[src/rtl/nco_sweep_ctrl.sv]
// Frequency-sweep sequencer for the table-lookup NCO: walks a linear staircase of
// phase steps, loading each one and holding it for a fixed number of samples.
module nco_sweep_ctrl #(
    parameter int W  = 32,
    parameter int NW = 16,
    parameter int DW = 16,
    parameter int CW = 16
) (
    input  logic          i_clk,
    input  logic          i_reset,
    input  logic          i_start,
    input  logic          i_abort,
    input  logic          i_loop,
    input  logic [W-1:0]  i_f_start,
    input  logic [W-1:0]  i_f_step,
    input  logic [NW-1:0] i_n_steps,
    input  logic [DW-1:0] i_dwell,
    input  logic [CW-1:0] i_div,
    output logic          o_ld,
    output logic [W-1:0]  o_dphase,
    output logic          o_ce,
    output logic          o_busy,
    output logic          o_done,
    output logic [NW-1:0] o_step_idx
);

    typedef enum logic [1:0] {S_IDLE, S_LOAD, S_RUN} state_t;

    state_t        r_state;
    logic [W-1:0]  r_f_start, r_f_step, r_cur;
    logic [NW-1:0] r_n_last, r_idx;
    logic [DW-1:0] r_dwell_last, r_dwell_cnt;
    logic [CW-1:0] r_div, r_div_cnt;
    logic          r_loop, r_ld, r_ce, r_busy, r_done;

    // Zero counts behave as one, so store "last index" values directly.
    logic [NW-1:0] w_n_last;
    logic [DW-1:0] w_dwell_last;
    logic [CW-1:0] w_div_cnt_inc;
    assign w_n_last      = (i_n_steps == '0) ? '0 : i_n_steps - NW'(1);
    assign w_dwell_last  = (i_dwell == '0) ? '0 : i_dwell - DW'(1);
    assign w_div_cnt_inc = r_div_cnt + CW'(1);

    always_ff @(posedge i_clk) begin
        if (i_reset) begin
            r_state      <= S_IDLE;
            r_f_start    <= '0;
            r_f_step     <= '0;
            r_cur        <= '0;
            r_n_last     <= '0;
            r_idx        <= '0;
            r_dwell_last <= '0;
            r_dwell_cnt  <= '0;
            r_div        <= '0;
            r_div_cnt    <= '0;
            r_loop       <= 1'b0;
            r_ld         <= 1'b0;
            r_ce         <= 1'b0;
            r_busy       <= 1'b0;
            r_done       <= 1'b0;
        end else begin
            r_ld   <= 1'b0;
            r_ce   <= 1'b0;
            r_done <= 1'b0;
            if (i_abort) begin
                r_state <= S_IDLE;
                r_busy  <= 1'b0;
            end else begin
                case (r_state)
                    S_IDLE: begin
                        if (i_start) begin
                            r_f_start    <= i_f_start;
                            r_f_step     <= i_f_step;
                            r_n_last     <= w_n_last;
                            r_dwell_last <= w_dwell_last;
                            r_div        <= i_div;
                            r_loop       <= i_loop;
                            r_cur        <= i_f_start;
                            r_idx        <= '0;
                            r_state      <= S_LOAD;
                            r_ld         <= 1'b1;
                            r_busy       <= 1'b1;
                        end
                    end
                    S_LOAD: begin
                        r_div_cnt   <= '0;
                        r_dwell_cnt <= '0;
                        r_state     <= S_RUN;
                        r_ce        <= (r_div == '0);
                    end
                    S_RUN: begin
                        // r_ce is high exactly in the cycle the divider reaches r_div.
                        if (r_ce) begin
                            if (r_dwell_cnt == r_dwell_last) begin
                                if (r_idx != r_n_last) begin
                                    r_cur   <= r_cur + r_f_step;
                                    r_idx   <= r_idx + NW'(1);
                                    r_state <= S_LOAD;
                                    r_ld    <= 1'b1;
                                end else if (r_loop) begin
                                    r_cur   <= r_f_start;
                                    r_idx   <= '0;
                                    r_state <= S_LOAD;
                                    r_ld    <= 1'b1;
                                end else begin
                                    r_state <= S_IDLE;
                                    r_busy  <= 1'b0;
                                    r_done  <= 1'b1;
                                end
                            end else begin
                                r_dwell_cnt <= r_dwell_cnt + DW'(1);
                                r_div_cnt   <= '0;
                                r_ce        <= (r_div == '0);
                            end
                        end else begin
                            r_div_cnt <= w_div_cnt_inc;
                            r_ce      <= (w_div_cnt_inc == r_div);
                        end
                    end
                    default: begin
                        r_state <= S_IDLE;
                        r_busy  <= 1'b0;
                    end
                endcase
            end
        end
    end

    assign o_ld       = r_ld;
    assign o_dphase   = r_cur;
    assign o_ce       = r_ce;
    assign o_busy     = r_busy;
    assign o_done     = r_done;
    assign o_step_idx = r_idx;

endmodule

[config.mk]
export PLATFORM = sky130hd
export DESIGN_NAME = nco_sweep_ctrl
export DESIGN_NICKNAME = d
export VERILOG_FILES = /design/src/rtl/nco_sweep_ctrl.sv
export SDC_FILE = /design/constraint.sdc
export NUM_CORES = 1
export LEC_CHECK = 0
export BUFFER_PORTS_ARGS = -buffer_cell sky130_fd_sc_hd__buf_2
export CAP_MARGIN = 5
export CORE_MARGIN = 2
export CORE_UTILIZATION = 45
export CTS_BUF_LIST = sky130_fd_sc_hd__clkbuf_4 sky130_fd_sc_hd__clkbuf_8 sky130_fd_sc_hd__clkbuf_16
export CTS_CLUSTER_SIZE = 14
export DETAILED_ROUTE_END_ITERATION = 8
export PLACE_DENSITY = 0.73
export SYNTH_ARGS = -nofsm -noshare
export SYNTH_HDL_FRONTEND = slang
export SYNTH_SLANG_ARGS = --single-unit
[constraint.sdc]
create_clock -name i_clk -period 4.99 [get_ports i_clk]
set_input_delay 0.2495 -clock i_clk [delete_from_list [all_inputs] [get_ports i_clk]]
set_output_delay 0.2495 -clock i_clk [all_outputs]
set_load 0.05 [all_outputs]
==> impl_table.tex, run 1 <==
\begin{tabular}{lr}
\hline
Metric & Value \\
\hline
\multicolumn{2}{l}{\textbf{Outcome}} \\
\quad Status & finished, final reports clean \\
\multicolumn{2}{l}{\textbf{Min path}} \\
\quad Path class of the lowest-slack min-delay path & primary input to flip-flop \\
\multicolumn{2}{l}{\textbf{Critical path}} \\
\quad Category of the most critical setup path & flip-flop to flip-flop \\
\quad Endpoint kind of the worst setup timing path & flip-flop \\
\quad Family with the most delay on the worst path & compound AO/OA/AOI/OAI gates \\
\quad Data arrival time of the critical path & 3440 ps \\
\quad Critical Path Most Common Cell & inv\_1 \\
\quad Required @ worst endpoint & 5260 ps \\
\quad Cell-by-cell trace of the critical path & inv\_1, ha\_2, inv\_1, buf\_4, o21ai\_2, a2111o\_2, o21ai\_1, nor2\_1 \\
\quad Max stage delay on crit path & 950 ps \\
\quad Cell with the largest stage delay on the worst path & o21ai\_1 \\
\quad Count of buffer and inverter cells on the critical path & 3 \\
\quad Kind of start point of the critical path & flip-flop \\
\quad Top fanout value on the critical path & 30 \\
\multicolumn{2}{l}{\textbf{Yosys}} \\
\quad Sequential element share of the synthesized area & 35.9\% \\
\quad Average size of a mapped cell & 7.70 um2 \\
\quad Yosys warning total & 0 \\
\quad Synthesized area & 0.0111 mm2 \\
\quad Number of standard cells after synthesis & roughly 1400 \\
\quad Post-synthesis async set-or-reset flop share & 0\% \\
\quad Syn Nets & 1600 \\
\quad Number of synthesized flops with an enable pin & 0 \\
\quad Top FF cell, synth & dfxtp\_1 \\
\quad Flip-flop and latch count after synthesis & 199 \\
\quad Count of cell types in the netlist & 70 \\
\multicolumn{2}{l}{\textbf{Final layout}} \\
\quad N\_diodes & 0 \\
\quad Post-layout utilization of the core & 52.3\% \\
\quad Area growth, synth to finish & 14.3\% \\
\quad Ratio of cells with drive above 1 in the final layout & 15.0\% \\
\quad Number of fillers in the final layout & 2385 \\
\quad Final net count & 1718 \\
\multicolumn{2}{l}{\textbf{Power and ir drop}} \\
\quad Switching power & approximately 0.0011 W \\
\quad Switching share of power & 30.1\% \\
\quad Power density over the cells & 291 mW/mm2 \\
\quad Fraction of power consumed by combinational cells & 17.3\% \\
\quad Static leakage power & between 5 and 6 nW \\
\quad Part of the total power dissipated in the clock network & about 36\% \\
\quad Share of total power in sequential cells & 46.4\% \\
\quad Internal power component & 0.00258 W \\
\quad Maximum vdd ir drop & 0.173 mV \\
\multicolumn{2}{l}{\textbf{Clock tree}} \\
\quad Cell at the root of the clock tree & clkbuf\_16 \\
\quad Clk\_lat worst skew & around 440 ps \\
\quad TritonCTS Buffers & 17 \\
\quad Clock sink total & 199 \\
\quad Buffer levels on the longest clock path & 2 \\
\quad Clock tree from TritonCTS & yes \\
\quad H-tree depth & 4 \\
\quad Total setup buffers inserted after CTS & 0 \\
\quad Resize count post-CTS & 0 \\
\quad Worst-path clk slew & 80 ps \\
\quad Total of hold buffers inserted after clock tree synthesis & 0 \\
\multicolumn{2}{l}{\textbf{Placed design}} \\
\quad Dpl hpwl & 22600 um \\
\quad Post-place setup slack & 1850 ps \\
\quad IO Port Bufs & 168 \\
\quad Routability cong. & 0.885 \\
\multicolumn{2}{l}{\textbf{Global routing}} \\
\quad Number of antenna violations at the first check in global routing & 0 \\
\quad Global-route wire length before repair & 50900 um \\
\quad Number of global-route vias before repair & 9939 \\
\quad Global-route usage over all layers & a little under a quarter \\
\quad Aggregate global routing overflow & 0 \\
\quad Largest net degree at the start of global routing & 94 \\
\multicolumn{2}{l}{\textbf{Timing}} \\
\quad Setup TNS & 0 ps \\
\quad Tcrit/Tclk final & between 60 and 70\% \\
\quad Slew Limit Fails & 0 \\
\quad F\_max & $\sim$320 MHz \\
\quad Hold violation total from the final report & 0 \\
\quad Final WS setup & 1820 ps \\
\quad RSZ-0062 raised after global routing & false \\
\quad Time the final worst path needs with I/O delays and setup & approximately 3200 ps \\
\quad Setup-violating endpoint count in the final report & 0 \\
\quad Worst clock skew & 14.6 ps \\
\quad Max-slew headroom at the worst pin & around an eighth \\
\quad Transition time at the pin with the least slew margin & 1300 ps \\
\multicolumn{2}{l}{\textbf{Routing}} \\
\quad Number of antenna-violating nets in the routed design & 0 \\
\quad Drt pass-1 iters & 5 \\
\quad Via-to-Cell Ratio & 5.69 \\
\quad DRC & 0 \\
\quad Drt wl/cell & roughly 17 um \\
\quad Via count & 10779 \\
\quad Wire length after detailed routing & 31500 um \\
\quad Violation count after the first detailed-route iteration & 842 \\
\multicolumn{2}{l}{\textbf{Floorplanning}} \\
\quad Floorplan row count & between 50 and 60 \\
\quad Io pins & 169 \\
\quad Initial core utilization & 45.8\% \\
\quad Die width & 161 um \\
\quad Vertical die dimension & 161 um \\
\quad Die outline area & between 0.02 and 0.03 mm2 \\
\quad Core Region & $\sim$0.024 mm2 \\
\multicolumn{2}{l}{\textbf{Run}} \\
\quad Max Cap Viol & 0 \\
\hline
\end{tabular}
## per-stage QoR
| step | hold slack, ps | instances | instance area (um2) | power [W] |
|---|---|---|---|---|
| floorplan | 385 | 1442 | 11100 | 0.00218 |
| global placement | 437 | 1865 | 12100 | 0.00237 |
| detailed placement | 444 | 1865 | 12100 | 0.00238 |
| CTS | 24.9 | 1895 | 12700 | 0.00371 |
| global route | 32.9 | 1895 | 12700 | 0.00384 |
| finish | 35.0 | 1895 | 12700 | 0.00369 |
## layout by cell type, fill, tap and decap left out, types with 5 or more instances in the layout
| cell type | synthesis | final |
|---|---|---|
| nand2b_1 | 5 | 5 |
| nand3_1 | 48 | 47 |
| xnor2_1 | 61 | 61 |
| a211oi_1 | 12 | 12 |
| a311oi_1 | 6 | 6 |
| and2_1 | 6 | 6 |
| mux2i_1 | 12 | 12 |
| xor2_1 | 58 | 58 |
| nor3_1 | 27 | 27 |
| a221oi_1 | 5 | 5 |
| and3_1 | 23 | 23 |
| clkbuf_16 | 0 | 17 |
| o21a_1 | 8 | 8 |
| dfxtp_1 | 199 | 199 |
| o31ai_1 | 8 | 8 |
| buf_2 | 6 | 167 |
| a22oi_1 | 34 | 34 |
| nand2_1 | 258 | 258 |
| a21oi_1 | 146 | 146 |
| nand4_1 | 19 | 19 |
| or3_1 | 20 | 20 |
| nor2b_1 | 8 | 8 |
| ha_1 | 40 | 39 |
| a31oi_1 | 10 | 10 |
| a21o_1 | 10 | 10 |
| o211ai_1 | 11 | 11 |
| buf_4 | 0 | 13 |
| inv_1 | 29 | 29 |
| o21ai_0 | 59 | 59 |
| nor2_1 | 145 | 144 |
| o21bai_1 | 5 | 5 |
| nor4_2 | 10 | 10 |
| nor4_1 | 15 | 15 |
## synth_stat cells, drive strengths merged, types with 11 or more instances
cell	n	area (um2)
nor3	27	135
or3	20	125
a211oi	12	90.1
nor4	25	219
nor2	149	569
dfxtp	199	3980
o21ai	64	324
nand3	48	240
nand4	20	131
xor2	58	508
nand2	258	968
ha	40	500
a21oi	146	731
and3	23	144
a22oi	34	255
xnor2	61	534
clkbuf	73	275
mux2i	12	120
o211ai	11	82.6
inv	29	109
## sequential cells by signal, indices dropped and copies added (netlist names), 2 cells and up
register and cells:
o_dphase 32, r_f_start 32, r_f_step 32, o_step_idx 16, r_div 16, r_div_cnt 16, r_dwell_cnt 16, r_dwell_last 16
r_n_last 16, r_state 2
## layout make-up
type	count	area, um2	area share [%]
Timing Repair Buffer	180	933	7.36
Sequential cell	199	3980	31.4
Clock inverter	10	97.6	0.769
Multi-Input combinational cell	1132	6700	52.8
Clock buffer	20	454	3.58
Inverter	30	113	0.888
Tap cell	324	405	3.20
## power groups by stage
stage / registers (W) / clock network, W / logic (W)
floorplan: 0.00180 / 0 / 0.000375
global placement: 0.00175 / 0 / 0.000623
detailed placement: 0.00175 / 0 / 0.000633
CTS: 0.00171 / 0.00136 / 0.000635
global route: 0.00172 / 0.00142 / 0.000697
finish: 0.00171 / 0.00134 / 0.000638
## path summary, 6_finish.rpt
path	from	to	slack (ps)	depth (start not counted)
hold reg to reg	r_f_start[12]$_SDFFE_PP0P_	r_f_start[12]$_SDFFE_PP0P_	450	2
setup reg to reg	r_state[0]$_SDFFE_PP0P_	o_step_idx[9]$_SDFFE_PP0P_	1820	8
hold / removal	i_f_step[7]	r_f_step[7]$_SDFFE_PP0P_	30	3
setup / recovery	r_state[0]$_SDFFE_PP0P_	o_step_idx[9]$_SDFFE_PP0P_	1820	8
## worst register-to-register path, cell delays in order, from the launching register on
cell	delay [ps]
dfxtp_1	390
inv_1	80
ha_2	400
inv_1	150
buf_4	310
o21ai_2	190
a2111o_2	390
o21ai_1	950
nor2_1	130
## per-layer routing
layer	wire length, um	global-route usage [%]
met5	0	0
met4	758	8.64
met3	1700	3.26
met2	14700	39.2
met1	14400	32.4
## cells by family after synthesis
logic type | count (synthesis) | synth area share, %
and+or+nand+nor | 604 | 25.0
AOI/OAI and AO/OA | 355 | 19.9
DFF | 199 | 35.9
xor gates and xnor gates | 119 | 9.39
buffers and inverters | 111 | 3.97
adders and majority gates | 41 | 4.69
muxes | 13 | 1.18
Note: power is estimated with default switching activity, not from simulation.
==> run 2: changes to the inputs <==
Settings changed: PLACE_DENSITY 0.73 to 0.75.
Clock period 4.99 ns to 2.7 ns, I/O delays scaled along.
==> run 2 against run 1 <==
Against the previous run: via count increased by 5.3%; design area increased by 11%; sequential cell count unchanged; sequential power increased by 85%; hold slack got worse by 21 ps; global-route usage increased by 0.50 points; fmax increased by 22%; core utilization increased by 5.7 points; final cell count increased by 6.7%; register-to-register slack got worse by 1700 ps; combinational power increased by 110%; largest power group unchanged.
==> impl_table.tex, run 2 (synthesis results as in run 1) <==
\begin{tabular}{lr}
\hline
Metric & Value \\
\hline
\multicolumn{2}{l}{\textbf{Routing}} \\
\quad Drt pass-1 iters & 7 (+2) \\
\quad Violation count after the first detailed-route iteration & 993 (+18\%) \\
\quad Drt wl/cell & 16.1 um (-3.1\%) \\
\quad Wire length after detailed routing & 32600 um (+3.4\%) \\
\quad Number of antenna-violating nets in the routed design & 0 (unchanged) \\
\quad Via count & 11350 (+5.3\%) \\
\quad Via-to-Cell Ratio & 5.61 (-1.3\%) \\
\quad DRC & 0 (unchanged) \\
\multicolumn{2}{l}{\textbf{Global routing}} \\
\quad Global-route usage over all layers & 24.4\% (+0.50 points) \\
\quad Aggregate global routing overflow & 0 (unchanged) \\
\quad Largest net degree at the start of global routing & 97 (+3.2\%) \\
\quad Number of antenna violations at the first check in global routing & 0 (unchanged) \\
\quad Number of global-route vias before repair & 10517 (+5.8\%) \\
\quad Global-route wire length before repair & 52100 um (+2.4\%) \\
\multicolumn{2}{l}{\textbf{Min path}} \\
\quad WHS Endpoint & r\_f\_start[20]\$\_SDFFE\_PP0P\_ \\
\quad Path class of the lowest-slack min-delay path & primary input to flip-flop \\
\quad Hold Startpoint & i\_f\_start[20] \\
\quad Worst hold path cell count & 3 (unchanged) \\
\multicolumn{2}{l}{\textbf{Run}} \\
\quad Max Cap Viol & 0 (unchanged) \\
\multicolumn{2}{l}{\textbf{Final layout}} \\
\quad N\_diodes & 0 (unchanged) \\
\quad Number of fillers in the final layout & 2233 (-6.4\%) \\
\quad Post-layout utilization of the core & 58.0\% (+5.7 points) \\
\quad Multi-input gate area & 0.00680 mm2 (+1.5\%) \\
\quad Top library cells by usage in the layout, fill and taps aside & 257 x nand2\_1, 195 x dfxtp\_1, 167 x buf\_2 \\
\quad Storage cell area & 0.00399 mm2 (+0.13\%) \\
\quad Area growth, synth to finish & 26.7\% \\
\quad Post-layout instance count excluding filler cells & 2022 (+6.7\%) \\
\quad Ratio of cells with drive above 1 in the final layout & 17.7\% (+2.7 points) \\
\quad Most frequent standard cell in the layout excluding fill and tap cells & nand2\_1 \\
\quad Final net count & 1843 (+7.3\%) \\
\multicolumn{2}{l}{\textbf{Floorplanning}} \\
\quad Floorplan row count & 57 (unchanged) \\
\quad Io pins & 169 (unchanged) \\
\quad Vertical die dimension & 161 um (unchanged) \\
\quad Core Region & 0.0242 mm2 (unchanged) \\
\quad Initial core utilization & 45.8\% (unchanged) \\
\quad Die width & 161 um (unchanged) \\
\quad Die outline area & 0.0259 mm2 (unchanged) \\
\multicolumn{2}{l}{\textbf{Clock tree}} \\
\quad Worst-path clk slew & 70 ps (about the same) \\
\quad Clock tree from TritonCTS & yes \\
\quad Total setup buffers inserted after CTS & 0 (unchanged) \\
\quad Buffer levels on the longest clock path & 2 (unchanged) \\
\quad TritonCTS Buffers & 17 (unchanged) \\
\quad Clk\_lat worst skew & 440 ps (about the same) \\
\quad Cell at the root of the clock tree & clkbuf\_16 \\
\quad Clock sink total & 199 (unchanged) \\
\quad H-tree depth & 4 (unchanged) \\
\multicolumn{2}{l}{\textbf{Critical path}} \\
\quad Category of the most critical setup path & flip-flop to flip-flop \\
\quad Endpoint kind of the worst setup timing path & flip-flop \\
\quad Count of buffer and inverter cells on the critical path & 3 (unchanged) \\
\quad Origin of the critical flop-to-flop path & r\_state[0]\$\_SDFFE\_PP0P\_ \\
\quad Top fanout value on the critical path & 35 (+17\%) \\
\quad Data arrival time of the critical path & 2950 ps (-490 ps) \\
\quad Reg2reg end & o\_step\_idx[8]\$\_SDFFE\_PP0P\_ \\
\quad Cell with the largest stage delay on the worst path & or4\_1 \\
\quad Critical Path Most Common Cell & inv\_1 \\
\quad Reg2reg setup slack & 110 ps (-1720 ps) \\
\quad Cell-by-cell trace of the critical path & inv\_1, ha\_2, inv\_1, nor2\_1, a21oi\_2, o21ai\_4, a2111o\_2, buf\_12, or4\_1, a21oi\_1 \\
\quad Family with the most delay on the worst path & compound AO/OA/AOI/OAI gates \\
\quad Cells on worst reg2reg path & 10 (+2) \\
\quad Kind of start point of the critical path & flip-flop \\
\quad Required @ worst endpoint & 3060 ps (-2200 ps) \\
\quad Setup crit start & r\_state[0]\$\_SDFFE\_PP0P\_ \\
\quad Max stage delay on crit path & 510 ps (-440 ps) \\
\multicolumn{2}{l}{\textbf{Timing}} \\
\quad Max-slew headroom at the worst pin & 26.8\% (+14 points) \\
\quad Tcrit/Tclk final & 96.1\% (+33 points) \\
\quad Time the final worst path needs with I/O delays and setup & 2590 ps (-571 ps) \\
\quad Hold WS & 14.3 ps (-20.6 ps) \\
\quad Worst clock skew & 12.7 ps (-1.89 ps) \\
\quad RSZ-0062 raised after global routing & true \\
\quad Setup-violating endpoint count in the final report & 0 (unchanged) \\
\quad Hold violation total from the final report & 0 (unchanged) \\
\quad Slew Limit Fails & 0 (unchanged) \\
\quad Transition time at the pin with the least slew margin & 1100 ps (-205 ps) \\
\quad F\_max & 385 MHz (+22\%) \\
\multicolumn{2}{l}{\textbf{Placed design}} \\
\quad Routability cong. & 0.925 (+4.5\%) \\
\quad Inst Count DP & 1909 (+2.4\%) \\
\quad Dpl hpwl & 22600 um (+0.25\%) \\
\quad IO Port Bufs & 168 (unchanged) \\
\multicolumn{2}{l}{\textbf{Power and ir drop}} \\
\quad Power density over the cells & 520 mW/mm2 (+79\%) \\
\quad Total power of the final layout & 0.00731 W (+98\%) \\
\quad Static leakage power & 5.84 nW (+13\%) \\
\quad Maximum vdd ir drop & 0.424 mV (+140\%) \\
\multicolumn{2}{l}{\textbf{Outcome}} \\
\quad Status & finished, final reports clean \\
\hline
\end{tabular}
-- run 2: area by class of cell --
type,instances,area share (%)
Multi-Input combinational cell,1132,48.4
Sequential cell,199,28.4
Timing Repair Buffer,305,15.0
Clock buffer,20,3.23
Tap cell,324,2.88
Clock inverter,12,1.34
Inverter,30,0.801
-- run 2: repair_timing --
action,4_1_cts,5_1_grt
cloned,0,0
hold endpoints to repair,85,0
pin swaps,1,2
resized for setup,4,20
hold buffers,81,0
endpoints found under the setup margin,6,29
-- run 2: worst min-delay path, delay by kind of cell --
kind | cells | cell delay, ps
AO/OA/AOI/OAI | 1 | 60
buffers and inverters | 1 | 130
AND/OR/NAND/NOR | 1 | 60
-- run 2: stage by stage --
| stage | cell area, um2 | TNS, ps | worst slack (ps) |
|---|---|---|---|
| 2_1_floorplan | 11100 | 0 | 65.1 |
| 3_3_place_gp | 12500 | -36.6 | -21.9 |
| 5_1_grt | 14100 | -158 | -61.4 |
| 3_5_place_dp | 12500 | -132 | -51.8 |
| 6_report | 14100 | 0 | 106 |
| 4_1_cts | 14000 | 0 | 32.9 |
-- run 2: worst max path at each step --
stage / cells after the start / slack, ps / endpoint
global placement: 9 / -20 / o_dphase[25]$_SDFFE_PP0P_
detailed placement: 9 / -50 / o_dphase[25]$_SDFFE_PP0P_
finish: 10 / 110 / o_step_idx[8]$_SDFFE_PP0P_
CTS: 9 / 30 / o_dphase[31]$_SDFFE_PP0P_
global route: 10 / -60 / o_dphase[29]$_SDFFE_PP0P_
floorplan: 10 / 70 / o_dphase[18]$_SDFFE_PP0P_
-- run 2: report_power, final --
group	leakage, nW	total [W]	switching (W)	internal [W]
clock	0.312	0.00279	0.00117	0.00162
combinational	3.91	0.00136	0.000838	0.000525
sequential	1.62	0.00316	0.000102	0.00306
-- run 2: routing by layer --
metal | vias up | track usage (%) | part of all wire, % | routed length (um)
li1 | 5536 | - | - | -
met1 | 5371 | 32.6 | 45 | 14600
met2 | 392 | 41.1 | 47 | 15400
met3 | 51 | 3.42 | 6.0 | 1940
met4 | 0 | 7.51 | 2.1 | 697
met5 | - | 0 | 0 | 0
==> run 3: changes to the inputs <==
Settings changed: PLACE_DENSITY 0.75 to 0.69.
==> run 3 against run 2 <==
Against the previous run: critical path type unchanged; via count down 2.0%; largest power group unchanged; combinational power about the same; design area up 0.36%; clock skew down 0.75 ps; sequential cell count unchanged; highest routed layer unchanged; clock power up 7%; non-clock buffer count down 6; power up 2.9%.
==> impl_table.tex, run 3 (synthesis results as in run 1) <==
\begin{tabular}{lr}
\hline
Metric & Value \\
\hline
\multicolumn{2}{l}{\textbf{Outcome}} \\
\quad Status & finished, final reports clean \\
\multicolumn{2}{l}{\textbf{Routing}} \\
\quad Drt wl/cell & 16.4 um (+1.7\%) \\
\quad Via count & 11125 (-2.0\%) \\
\quad Number of antenna-violating nets in the routed design & 0 (unchanged) \\
\quad Violation count after the first detailed-route iteration & 822 (-17\%) \\
\quad Wire length after detailed routing & 33100 um (+1.4\%) \\
\quad DRC & 0 (unchanged) \\
\quad Drt pass-1 iters & 5 (-2) \\
\quad Via-to-Cell Ratio & 5.52 (-1.7\%) \\
\multicolumn{2}{l}{\textbf{Run}} \\
\quad Max Cap Viol & 0 (unchanged) \\
\multicolumn{2}{l}{\textbf{Floorplanning}} \\
\quad Initial core utilization & 45.8\% (unchanged) \\
\quad Vertical die dimension & 161 um (unchanged) \\
\quad Die outline area & 0.0259 mm2 (unchanged) \\
\quad Floorplan row count & 57 (unchanged) \\
\quad Die width & 161 um (unchanged) \\
\quad Core Region & 0.0242 mm2 (unchanged) \\
\quad Io pins & 169 (unchanged) \\
\multicolumn{2}{l}{\textbf{Final layout}} \\
\quad Top library cells by usage in the layout, fill and taps aside & 258 x nand2\_1, 185 x dfxtp\_1, 167 x buf\_2 \\
\quad Ratio of cells with drive above 1 in the final layout & 18.4\% (+0.71 points) \\
\quad N\_diodes & 0 (unchanged) \\
\quad Area growth, synth to finish & 27.2\% \\
\quad Post-layout utilization of the core & 58.2\% (+0.21 points) \\
\quad Final net count & 1837 (-0.33\%) \\
\quad Number of fillers in the final layout & 2216 (-0.76\%) \\
\quad Most frequent standard cell in the layout excluding fill and tap cells & nand2\_1 \\
\multicolumn{2}{l}{\textbf{Timing}} \\
\quad Hold violation total from the final report & 0 (unchanged) \\
\quad Max-slew headroom at the worst pin & 36.0\% (+9.2 points) \\
\quad Setup TNS & 0 ps (unchanged) \\
\quad Setup-violating endpoint count in the final report & 0 (unchanged) \\
\quad Hold WS & 9.18 ps (-5.14 ps) \\
\quad Tcrit/Tclk final & 96.8\% (+0.70 points) \\
\quad Slew Limit Fails & 0 (unchanged) \\
\quad Worst clock skew & 12.0 ps (-0.752 ps) \\
\quad Transition time at the pin with the least slew margin & 956 ps (-142 ps) \\
\quad F\_max & 383 MHz (-0.73\%) \\
\quad Time the final worst path needs with I/O delays and setup & 2610 ps (+18.9 ps) \\
\multicolumn{2}{l}{\textbf{Clock tree}} \\
\quad Clock tree from TritonCTS & yes \\
\quad H-tree depth & 4 (unchanged) \\
\quad Clk\_lat worst skew & 430 ps (about the same) \\
\quad Buffer levels on the longest clock path & 2 (unchanged) \\
\quad Clock sink total & 199 (unchanged) \\
\quad Worst-path clk slew & 70 ps (about the same) \\
\quad TritonCTS Buffers & 17 (unchanged) \\
\quad Cell at the root of the clock tree & clkbuf\_16 \\
\multicolumn{2}{l}{\textbf{Power and ir drop}} \\
\quad Power density over the cells & 533 mW/mm2 (+2.5\%) \\
\quad Static leakage power & 5.83 nW (-0.15\%) \\
\quad Maximum vdd ir drop & 0.389 mV (-8.3\%) \\
\multicolumn{2}{l}{\textbf{Min path}} \\
\quad Path class of the lowest-slack min-delay path & primary input to flip-flop \\
\multicolumn{2}{l}{\textbf{Critical path}} \\
\quad Required @ worst endpoint & 3070 ps (about the same) \\
\quad Category of the most critical setup path & flip-flop to flip-flop \\
\quad Endpoint kind of the worst setup timing path & flip-flop \\
\quad Top fanout value on the critical path & 4 (-89\%) \\
\quad Kind of start point of the critical path & flip-flop \\
\quad Data arrival time of the critical path & 2980 ps (+30 ps) \\
\multicolumn{2}{l}{\textbf{Global routing}} \\
\quad Largest net degree at the start of global routing & 143 (+47\%) \\
\quad Number of global-route vias before repair & 10274 (-2.3\%) \\
\quad Aggregate global routing overflow & 0 (unchanged) \\
\quad Global-route usage over all layers & 24.7\% (+0.28 points) \\
\quad Global-route wire length before repair & 52300 um (+0.38\%) \\
\quad Number of antenna violations at the first check in global routing & 0 (unchanged) \\
\multicolumn{2}{l}{\textbf{Placed design}} \\
\quad Routability cong. & 0.873 (-5.7\%) \\
\quad IO Port Bufs & 168 (unchanged) \\
\quad Dpl hpwl & 22500 um (-0.57\%) \\
\hline
\end{tabular}
[run 3: power breakdown]
part           switching (W)  total [W]  leakage [nW]  internal (W)
clock network        0.00122    0.00298         0.330       0.00177
registers           0.000101    0.00316          1.63       0.00306
logic               0.000843    0.00138          3.87      0.000538
[run 3: per-stage QoR]
step           std cells  setup WS [ps]  instance area, um2  total power (W)
2_1_floorplan       1442           65.1               11100          0.00402
3_3_place_gp        1901          -25.2               12500          0.00445
3_5_place_dp        1901          -40.7               12500          0.00447
4_1_cts             2010           48.9               14000          0.00753
5_1_grt             2016          -60.5               14100          0.00782
6_report            2016           87.0               14100          0.00752
[run 3: repair_timing]
item | in CTS | in global routing
buffers inserted | 0 | 6
pin swaps | 1 | 11
resized for setup | 4 | 36
endpoints found under the hold margin | 78 | 0
hold buffers | 77 | 0
setup endpoints to repair | 3 | 28
cloned | 0 | 0
[run 3: layer usage]
layer	GRT usage [%]	part of all wire [%]	vias up	wire length [um]
li1	-	-	5532	-
met1	33.0	45	5256	14900
met2	42.3	48	312	15900
met3	4.13	5.6	25	1840
met4	5.07	1.3	0	415
met5	0	0	-	0
[run 3: path summary, 6_finish.rpt]
| check | from | endpoint | slack, ps | depth (start not counted) |
|---|---|---|---|---|
| setup reg to reg | r_dwell_cnt[3]$_SDFFE_PP0P_ | o_dphase[31]$_SDFFE_PP0P_ | 90 | 10 |
| hold / removal | i_f_step[19] | r_f_step[19]$_SDFFE_PP0P_ | 9 | 3 |
| hold reg to reg | r_f_start[2]$_SDFFE_PP0P_ | r_f_start[2]$_SDFFE_PP0P_ | 460 | 2 |
| setup / recovery | r_dwell_cnt[3]$_SDFFE_PP0P_ | o_dphase[31]$_SDFFE_PP0P_ | 90 | 10 |
[run 3: final cells by class]
| cell class | count | area, um2 | share of cell area, % |
|---|---|---|---|
| multi-input cells | 1132 | 6820 | 48.3 |
| flip-flops and latches | 199 | 4000 | 28.4 |
| repair buffers | 299 | 2090 | 14.8 |
| clock buffers | 17 | 425 | 3.01 |
| well taps | 324 | 405 | 2.87 |
| clock inverters | 15 | 264 | 1.87 |
| inverters | 30 | 113 | 0.798 |
[run 3: worst max-delay path, stage by stage (launching register included)]
cell       delay [ps]
dfxtp_4           360
xnor2_2           170
nand4_1           170
nor4_4            370
o21ai_2           130
buf_6             140
a2111oi_4         280
buf_4             190
o21a_1            140
or4b_1            470
nand3_1           120
